--- config.mk ---
export PLATFORM = sky130hd
export DESIGN_NAME = regfile_wb_arbiter
export DESIGN_NICKNAME = d
export VERILOG_FILES = /design/src/rtl/regfile_wb_arbiter.sv
export SDC_FILE = /design/constraint.sdc
export NUM_CORES = 1
export LEC_CHECK = 0
export CORE_ASPECT_RATIO = 1.4
export CORE_MARGIN = 2
export CORE_UTILIZATION = 47
export CTS_CLUSTER_DIAMETER = 80
export DETAILED_ROUTE_END_ITERATION = 12
export PLACE_DENSITY = 0.82
export SYNTH_ARGS = -nofsm -noshare
export SYNTH_HDL_FRONTEND = slang
export SYNTH_SLANG_ARGS = --single-unit
--- constraint.sdc ---
create_clock -name i_clk -period 3.6 [get_ports i_clk]
set_clock_uncertainty 0.15 [all_clocks]
set_input_delay 0.9 -clock i_clk [delete_from_list [all_inputs] [get_ports i_clk]]
set_output_delay 0.9 -clock i_clk [all_outputs]
set_load 0.05 [all_outputs]
--- src/rtl/regfile_wb_arbiter.sv ---
// Register-file write-port arbiter: pipeline writeback has priority, long-latency results
// are buffered in a FIFO and drained into idle slots. Optional stats: REGFILE_WB_ARB_STATS_EN.
module regfile_wb_arbiter #(
   parameter int DATA_WIDTH   = 64,
   parameter int REG_ADDR_W   = 5,
   parameter int FIFO_DEPTH   = 4,
   parameter int STARVE_LIMIT = 8
) (
   input  logic                          i_clk,
   input  logic                          i_arst,
   input  logic                          i_wb_we,
   input  logic [REG_ADDR_W-1:0]         i_wb_addr,
   input  logic [DATA_WIDTH-1:0]         i_wb_data,
   input  logic                          i_lu_valid,
   output logic                          o_lu_ready,
   input  logic [REG_ADDR_W-1:0]         i_lu_addr,
   input  logic [DATA_WIDTH-1:0]         i_lu_data,
   input  logic [REG_ADDR_W-1:0]         i_rs1_addr,
   input  logic [REG_ADDR_W-1:0]         i_rs2_addr,
   output logic                          o_rs1_pending,
   output logic                          o_rs2_pending,
   output logic                          o_stall_wb,
   output logic                          o_reg_we,
   output logic [REG_ADDR_W-1:0]         o_rd_addr,
   output logic [DATA_WIDTH-1:0]         o_rd_write_data,
   output logic [$clog2(FIFO_DEPTH):0]   o_fifo_count
`ifdef REGFILE_WB_ARB_STATS_EN
   ,
   output logic [31:0]                   o_conflict_cnt
`endif
);

   localparam int PTR_W = $clog2(FIFO_DEPTH);
   localparam int CNT_W = PTR_W + 1;
   localparam int ST_W  = $clog2(STARVE_LIMIT + 1);

   logic [REG_ADDR_W-1:0] mem_addr [FIFO_DEPTH];
   logic [DATA_WIDTH-1:0] mem_data [FIFO_DEPTH];
   logic [FIFO_DEPTH-1:0] mem_vld;
   logic [PTR_W-1:0]      wr_ptr, rd_ptr;
   logic [CNT_W-1:0]      count, count_nxt;
   logic [ST_W-1:0]       starve_cnt, starve_nxt;

   logic fifo_nempty, force_grant, wb_ok, pop, store;
   logic rs1_hit, rs2_hit;

   assign fifo_nempty = (count != '0);
   assign wb_ok       = i_wb_we && (i_wb_addr != '0);

   always_comb begin
      o_lu_ready      = 1'b0;
      o_stall_wb      = 1'b0;
      o_reg_we        = 1'b0;
      o_rd_addr       = '0;
      o_rd_write_data = '0;
      force_grant     = 1'b0;
      pop             = 1'b0;
      store           = 1'b0;
      if (!i_arst) begin
         o_lu_ready  = (count != CNT_W'(FIFO_DEPTH));
         store       = i_lu_valid && o_lu_ready && (i_lu_addr != '0);
         force_grant = fifo_nempty && (starve_cnt == ST_W'(STARVE_LIMIT));
         if (force_grant) begin
            pop             = 1'b1;
            o_stall_wb      = 1'b1;
            o_reg_we        = 1'b1;
            o_rd_addr       = mem_addr[rd_ptr];
            o_rd_write_data = mem_data[rd_ptr];
         end else if (wb_ok) begin
            o_reg_we        = 1'b1;
            o_rd_addr       = i_wb_addr;
            o_rd_write_data = i_wb_data;
         end else if (fifo_nempty) begin
            pop             = 1'b1;
            o_reg_we        = 1'b1;
            o_rd_addr       = mem_addr[rd_ptr];
            o_rd_write_data = mem_data[rd_ptr];
         end
      end
   end

   // The head being popped this cycle stays pending: the register file only updates at the edge.
   always_comb begin
      rs1_hit = 1'b0;
      rs2_hit = 1'b0;
      for (int i = 0; i < FIFO_DEPTH; i++) begin
         if (mem_vld[i] && (mem_addr[i] == i_rs1_addr)) rs1_hit = 1'b1;
         if (mem_vld[i] && (mem_addr[i] == i_rs2_addr)) rs2_hit = 1'b1;
      end
   end

   assign o_rs1_pending = rs1_hit && (i_rs1_addr != '0) && !i_arst;
   assign o_rs2_pending = rs2_hit && (i_rs2_addr != '0) && !i_arst;
   assign o_fifo_count  = count;

   always_comb begin
      count_nxt = count;
      case ({store, pop})
         2'b10:   count_nxt = count + CNT_W'(1);
         2'b01:   count_nxt = count - CNT_W'(1);
         default: count_nxt = count;
      endcase
      starve_nxt = starve_cnt;
      if (!fifo_nempty || pop)
         starve_nxt = '0;
      else if (starve_cnt != ST_W'(STARVE_LIMIT))
         starve_nxt = starve_cnt + ST_W'(1);
   end

   always_ff @(posedge i_clk or posedge i_arst) begin
      if (i_arst) begin
         wr_ptr     <= '0;
         rd_ptr     <= '0;
         count      <= '0;
         starve_cnt <= '0;
         mem_vld    <= '0;
      end else begin
         if (pop) begin
            mem_vld[rd_ptr] <= 1'b0;
            rd_ptr          <= rd_ptr + 1'b1;
         end
         if (store) begin
            mem_vld[wr_ptr] <= 1'b1;
            wr_ptr          <= wr_ptr + 1'b1;
         end
         count      <= count_nxt;
         starve_cnt <= starve_nxt;
      end
   end

   // Payload storage needs no reset; the valid bits and count qualify it.
   always_ff @(posedge i_clk) begin
      if (store) begin
         mem_addr[wr_ptr] <= i_lu_addr;
         mem_data[wr_ptr] <= i_lu_data;
      end
   end

`ifdef REGFILE_WB_ARB_STATS_EN
   always_ff @(posedge i_clk or posedge i_arst) begin
      if (i_arst)
         o_conflict_cnt <= '0;
      else if (wb_ok && fifo_nempty)
         o_conflict_cnt <= o_conflict_cnt + 32'd1;
   end
`endif

endmodule
==> run_results.csv, run 1 <==
group,metric,value,unit
setup_path,regToRegSetupSlack,790,ps
place,gp_congestion,0.887,
outcome,violations,"negative setup slack",
place,dpl.hpwl,18000,µm
setup_path,critPathBufInv,5,
synthesis,synth_xor_xnor_area_share,3.56,%
grt,grt_pass1_vias,7420,
synthesis,synth_edf_count,276,
die,start_util,47.5,%
setup_path,critPathCaptureType,"output port",
synthesis,synthFlopType,"edfxtp_1",
place,portBuffers,228,
die,rows,69,
detailed_routing,drcViolationCount,0,
timing,max_slew.worst_pin.slew,528,ps
setup_path,r2r-end,"o_fifo_count[1]",
timing,min_period,3660,ps
synthesis,synth.avg_cell_area,19.7,µm²
synthesis,synthArstFlopShare,5.15,%
timing,fmax,273,MHz
cts,cts_tree,"done",
synthesis,synth_nets,772,
setup_path,slowest_stage,"or4_4",
detailed_routing,viasPerCell,5.65,
setup_path,path_depth,9,
synthesis,syn_inst,609,
final_layout,drive_gt1_share,34.3,%
cts,hold_buffers,0,
synthesis,synth-simple-area-share,2.10,%
pwr,power.density,671,nW/µm²
setup_path,cp_max_fo,8,
synthesis,synth_compound_area_share,6.20,%
synthesis,synthMuxAreaShare,13.1,%
synthesis,yosys.area.top_type,"edfxtp_1",
timing,max_slew_margin,64.7,%
synthesis,synth_top_family_by_area,"multiplexers",
worst_hold_path,worst_hold_path.endpoint,"mem_vld[3]",
worst_hold_path,whs_path_depth,1,
final_layout,final_cell_mix,"edfxtp_1, clkdlybuf4s50_1, buf_12",
detailed_routing,drtAntennaViolNets,0,
cts,cts.path.max_buffers,3,
outcome,status,"complete, but fails checks",
cts,cts_buffers,26,
setup_path,critPathTopFamily,"buffers and inverters",
timing,whs,380,ps
synthesis,yosysSeqAreaShare,72.0,%
setup_path,max_stage_delay,520,ps
timing,fin_ws,-64.1,ps
detailed_routing,first_pass_iters,4,
timing,rsz0062_at_grt,"yes",
setup_path,required,2550,ps
setup_path,rr_worst_depth,11,
synthesis,ys_warn_count,0,
synthesis,synth.top_cell.area_share,68.9,%
timing,setup_viol,68,
die,core-area,25300,µm²
synthesis,synth-adder-area-share,1.21,%
detailed_routing,routedWlPerCell,23.3,µm
pwr,leakagePower,0.00610,µW
grt,gr-total-overflow,0,
timing,finalHoldViolCount,0,
cts,clk_pin_slew,60,ps
synthesis,synth_area_leaders,"edfxtp_1, mux4_2, a22o_1, dfrtp_1, xor2_1",
final_layout,stdcell_area,17300,µm²
grt,grt_max_degree,45,
grt,grt_pass1_wl,42700,µm
worst_hold_path,worst_hold_path_type,"flip-flop to flip-flop",
synthesis,syn-cell-area,12000,µm²
setup_path,critical_path.cell_chain,"buf_6, or4_4, o21ai_2, buf_4, o21a_4, buf_6, buf_12, a22o_1, buf_12",
die,io_pins,229,
place,place_area,15800,µm²
die,dieArea,26900,µm²
die,die-width,139,µm
cts,root_buffer,"clkbuf_16",
setup_path,r2r-start,"starve_cnt[0]",
grt,grt_use_total,20.5,%
setup_path,cp-start-kind,"input port",
final_layout,final-instance-count-excl-fill,1216,
timing,fin_crit_sh,102,%
worst_hold_path,hp-start,"mem_vld[3]",
setup_path,worst-setup-path-type,"input port to output port",
final_layout,post-route-util,68.3,%
die,die_h,193,µm
final_layout,layout.nets,1039,
final_layout,layout_commonest_cell,"edfxtp_1",
synthesis,synth_cell_types,37,
pwr,peakVddDrop,489,µV
setup_path,cp.arrival,2610,ps
job,cap_violations,0,
cts,worstSkewPairLatency,500,ps
grt,antenna_found_initial,3,
cts,htree_levels,1,
final_layout,area_delta_synth_final,43.7,%
synthesis,synth-seq-cells,291,
cts,clkSinkCount,291,
detailed_routing,drtIter0Drc,468,
detailed_routing,num_vias,6874,
place,dp_cells,1150,
detailed_routing,wirelength,28300,µm
timing,maxSlewViolCount,0,
==> worst register-to-register path, cell delays in order (launching register included) <==
cell and delay, ps:
dfrtp_1 400, inv_1 110, ha_1 190, nand2_1 60, nor2_1 190, o21a_4 240
buf_6 200, buf_12 150, buf_4 120, nor2b_1 160, fa_1 420, mux2_1 290
==> metrics by stage <==
step | worst slack, ps | setup TNS (ps) | total power [µW]
floorplan | -222 | -61340 | 6850
global placement | -338 | -22710 | 8670
detailed placement | -365 | -23590 | 8730
global route | -103 | -4910 | 12000
finish | -64.1 | -1970 | 11600
CTS | -90.4 | -2990 | 11600
==> how the worst max path moves through the flow <==
stage / slack [ps] / from / to
global placement: -340 / i_wb_addr[1] / o_rd_write_data[43]
detailed placement: -360 / i_wb_addr[1] / o_rd_write_data[28]
global route: -100 / i_wb_addr[1] / o_rd_write_data[63]
finish: -60 / i_wb_addr[1] / o_rd_write_data[33]
floorplan: -220 / i_arst / mem_addr[0][0]
CTS: -90 / i_wb_addr[3] / o_rd_write_data[12]
==> synth_stat cells (2+ instances only) <==
cell and number:
edfxtp_1 276, a22o_1 69, mux4_2 69, xor2_1 34, clkbuf_1 30, dfrtp_1 15, xnor2_1 13, ha_1 10
buf_2 9, nand2_1 9, nor2_1 8, nor4_1 8, inv_1 7, o21ai_0 6, a31oi_1 5, nand3_1 5
a21o_1 4, and2_1 4, and3_1 3, nor3_1 3, or4_1 3, a21oi_1 2, a22oi_1 2, buf_4 2
==> sequential cells by signal, summed over array words and instances, names as in the netlist <==
register and cells:
mem_addr 20, mem_data 256, mem_vld 4, o_fifo_count 3
rd_ptr 2, starve_cnt 4, wr_ptr 2
==> metal layers <==
| layer | track usage, % | up-vias | part of all wire, % | routed length [µm] |
|---|---|---|---|---|
| met5 | 0 | - | 0.057 | 16 |
| met4 | 6.32 | 2 | 3.2 | 903 |
| met3 | 3.24 | 53 | 4.8 | 1370 |
| met2 | 37.7 | 210 | 55 | 15500 |
| li1 | - | 3051 | - | - |
| met1 | 24.8 | 3558 | 37 | 10500 |
==> logic make-up (layout without fill, tap and decap cells) <==
group,count (synthesis),in the layout
AOI/OAI and AO/OA,91,91
xor gates and xnor gates,48,48
adders and majority gates,11,11
buffers and inverters,50,337
DFF,291,291
muxes,71,71
other,0,1
and+or+nand+nor,47,47
==> cell type report <==
cell class              instances  area (µm²)
clock buffers                  37         723
repair buffers                282        3760
fillers                      1552        8020
well taps                     319         399
clock inverters                11         104
inverters                       7        26.3
flip-flops and latches        291        8670
multi-input cells             268        3590
diodes                          1        2.50
==> report_power, final <==
group | switching, µW | internal [µW]
Combinational | 2300 | 2280
Sequential | 218 | 4130
Clock | 1110 | 1540
Total | 3630 | 7960
==> what timing repair did <==
item	in CTS	in global routing
setup endpoints to repair	71	71
gates cloned	4	1
pin swaps	42	13
gates resized for setup	56	33
buffers inserted	13	1
Power figures use the tool's default switching activity.
==> run 2: changes to the inputs <==
- TNS_END_PERCENT: not set -> 50
==> run_results.csv, run 2 (synthesis results as in run 1) <==
group,metric,value,unit
die,dieArea,26900,µm²
timing,fin_crit_sh,103,%
worst_hold_path,worst_hold_path.endpoint,"mem_vld[2]",
cts,htree_levels,1,
timing,min_period,3720,ps
place,dpl.hpwl,18200,µm
pwr,pwr-share-seq,36.9,%
timing,maxSlewViolCount,0,
timing,fmax,269,MHz
cts,worstSkewPairLatency,510,ps
setup_path,critPathCaptureType,"output port",
pwr,swShare,31.5,%
timing,finalHoldViolCount,0,
die,start_util,47.5,%
final_layout,drive_gt1_share,35.0,%
pwr,clkPwrFrac,22.9,%
detailed_routing,drcViolationCount,0,
detailed_routing,viasPerCell,5.79,
timing,setup_viol,69,
grt,antenna_found_initial,2,
final_layout,area_delta_synth_final,46.5,%
cts,clkSinkCount,291,
timing,max_slew_margin,63.9,%
final_layout,final_cell_mix,"edfxtp_1, clkdlybuf4s50_1, buf_12",
grt,gr-total-overflow,0,
cts,cts_buffers,25,
place,post-place-ws,-453,ps
pwr,power.density,669,nW/µm²
worst_hold_path,whs_path_depth,1,
setup_path,r2r-end,"o_fifo_count[2]",
setup_path,regToRegSetupSlack,520,ps
die,die-width,139,µm
grt,grt_max_degree,47,
die,io_pins,229,
detailed_routing,routedWlPerCell,25.3,µm
die,die_h,193,µm
cts,root_buffer,"clkbuf_16",
job,cap_violations,0,
cts,clk_pin_slew,60,ps
detailed_routing,num_vias,7114,
setup_path,worst-setup-path-type,"input port to output port",
setup_path,required,2550,ps
outcome,violations,"negative setup slack",
timing,fin_ws,-120,ps
grt,grt_use_total,21.5,%
grt,grt_pass1_wl,44300,µm
timing,whs,385,ps
pwr,peakVddDrop,498,µV
final_layout,largest_reg_flops,256,
timing,rsz0062_at_grt,"yes",
cts,cts.path.max_buffers,3,
worst_hold_path,hp-start,"mem_vld[2]",
setup_path,r2r-start,"o_fifo_count[0]",
die,rows,69,
pwr,p_int,8070,µW
final_layout,top_register,"mem_data",
die,core-area,25300,µm²
setup_path,cp_max_fo,8,
pwr,netSwitchingPower,3720,µW
cts,hold_buffers,0,
detailed_routing,drtIter0Drc,486,
detailed_routing,first_pass_iters,5,
final_layout,layout_commonest_cell,"edfxtp_1",
grt,grt_pass1_vias,7485,
place,portBuffers,228,
setup_path,worstSetupStartpoint,"i_wb_addr[4]",
detailed_routing,wirelength,31100,µm
timing,max_slew.worst_pin.slew,540,ps
place,gp_congestion,0.935,
detailed_routing,drtAntennaViolNets,0,
outcome,status,"complete, but fails checks",
pwr,pwr-share-comb,40.2,%
cts,cts_tree,"done",
final_layout,reg_top3,"mem_data (256), mem_addr (20)",
setup_path,rr_worst_depth,14,
final_layout,layout.nets,1052,
setup_path,cp-start-kind,"input port",
pwr,leakagePower,0.00626,µW
setup_path,cp.arrival,2670,ps
final_layout,post-route-util,69.6,%
final_layout,nFillCells,1507,
worst_hold_path,worst_hold_path_type,"flip-flop to flip-flop",
## run 2: cell types whose count changed in the layout (fill, tap and decap cells not counted), moves of 3 or more
cell | previous run | this run
a22o_2 | 10 | 0
a22o_4 | 41 | 52
buf_6 | 4 | 9
clkbuf_1 | 9 | 5
clkbuf_16 | 28 | 32
clkdlybuf4s50_1 | 140 | 143
clkinv_1 | 4 | 7
## run 2: power groups by stage
stage / Clock [µW] / Combinational (µW) / Sequential, µW
4_1_cts: 2730 / 4560 / 4350
5_1_grt: 2870 / 4960 / 4390
3_3_place_gp: 0 / 4260 / 4400
6_report: 2700 / 4740 / 4350
3_5_place_dp: 0 / 4300 / 4420
2_1_floorplan: 0 / 2470 / 4380
## run 2: final cells by class
cell class              instances  area (µm²)  share of cell area [%]
flip-flops and latches        291        8670                    49.2
repair buffers                296        4030                    22.9
multi-input cells             268        3670                    20.8
clock buffers                  30         644                    3.66
well taps                     319         399                    2.27
clock inverters                15         170                   0.966
inverters                       7        26.3                   0.149
diodes                          2        5.00                  0.0284
## run 2: what timing repair did
| item | CTS | global route |
|---|---|---|
| resized for setup | 64 | 39 |
| pin swaps | 34 | 33 |
| setup endpoints to repair | 72 | 71 |
| cloned | 7 | 8 |
| buffers inserted | 10 | 4 |
## run 2: worst max path at each step
| stage | slack [ps] | to |
|---|---|---|
| 3_3_place_gp | -420 | o_rd_write_data[18] |
| 3_5_place_dp | -450 | o_rd_write_data[57] |
| 2_1_floorplan | -220 | mem_addr[0][0] |
| 5_1_grt | -180 | o_rd_write_data[23] |
| 4_1_cts | -170 | o_rd_write_data[50] |
| 6_report | -120 | o_rd_write_data[60] |
## run 2: metrics by stage
step | total power, µW | TNS (ps) | instance area (µm²) | cells
3_3_place_gp | 8650 | -28570 | 15800 | 1154
4_1_cts | 11600 | -8700 | 17100 | 1215
5_1_grt | 12200 | -9640 | 17600 | 1228
6_report | 11800 | -6040 | 17600 | 1228
3_5_place_dp | 8720 | -30350 | 15800 | 1154
2_1_floorplan | 6850 | -61680 | 12000 | 609
## run 2: critical path: stages
cell and delay [ps]:
buf_6 90, or4_4 560, o21ai_4 190, buf_6 120, o21a_4 160, buf_12 130, clkbuf_16 170, a22o_1 190
buf_12 150
## run 2: metal layers
| metal | vias to the layer above | wire length, µm | part of all wire [%] | GRT usage [%] |
|---|---|---|---|---|
| met5 | - | 0 | 0 | 0 |
| li1 | 3103 | - | - | - |
| met1 | 3655 | 11400 | 37 | 26.6 |
| met4 | 0 | 946 | 3.0 | 6.77 |
| met2 | 295 | 17100 | 55 | 39.0 |
| met3 | 61 | 1640 | 5.3 | 3.07 |
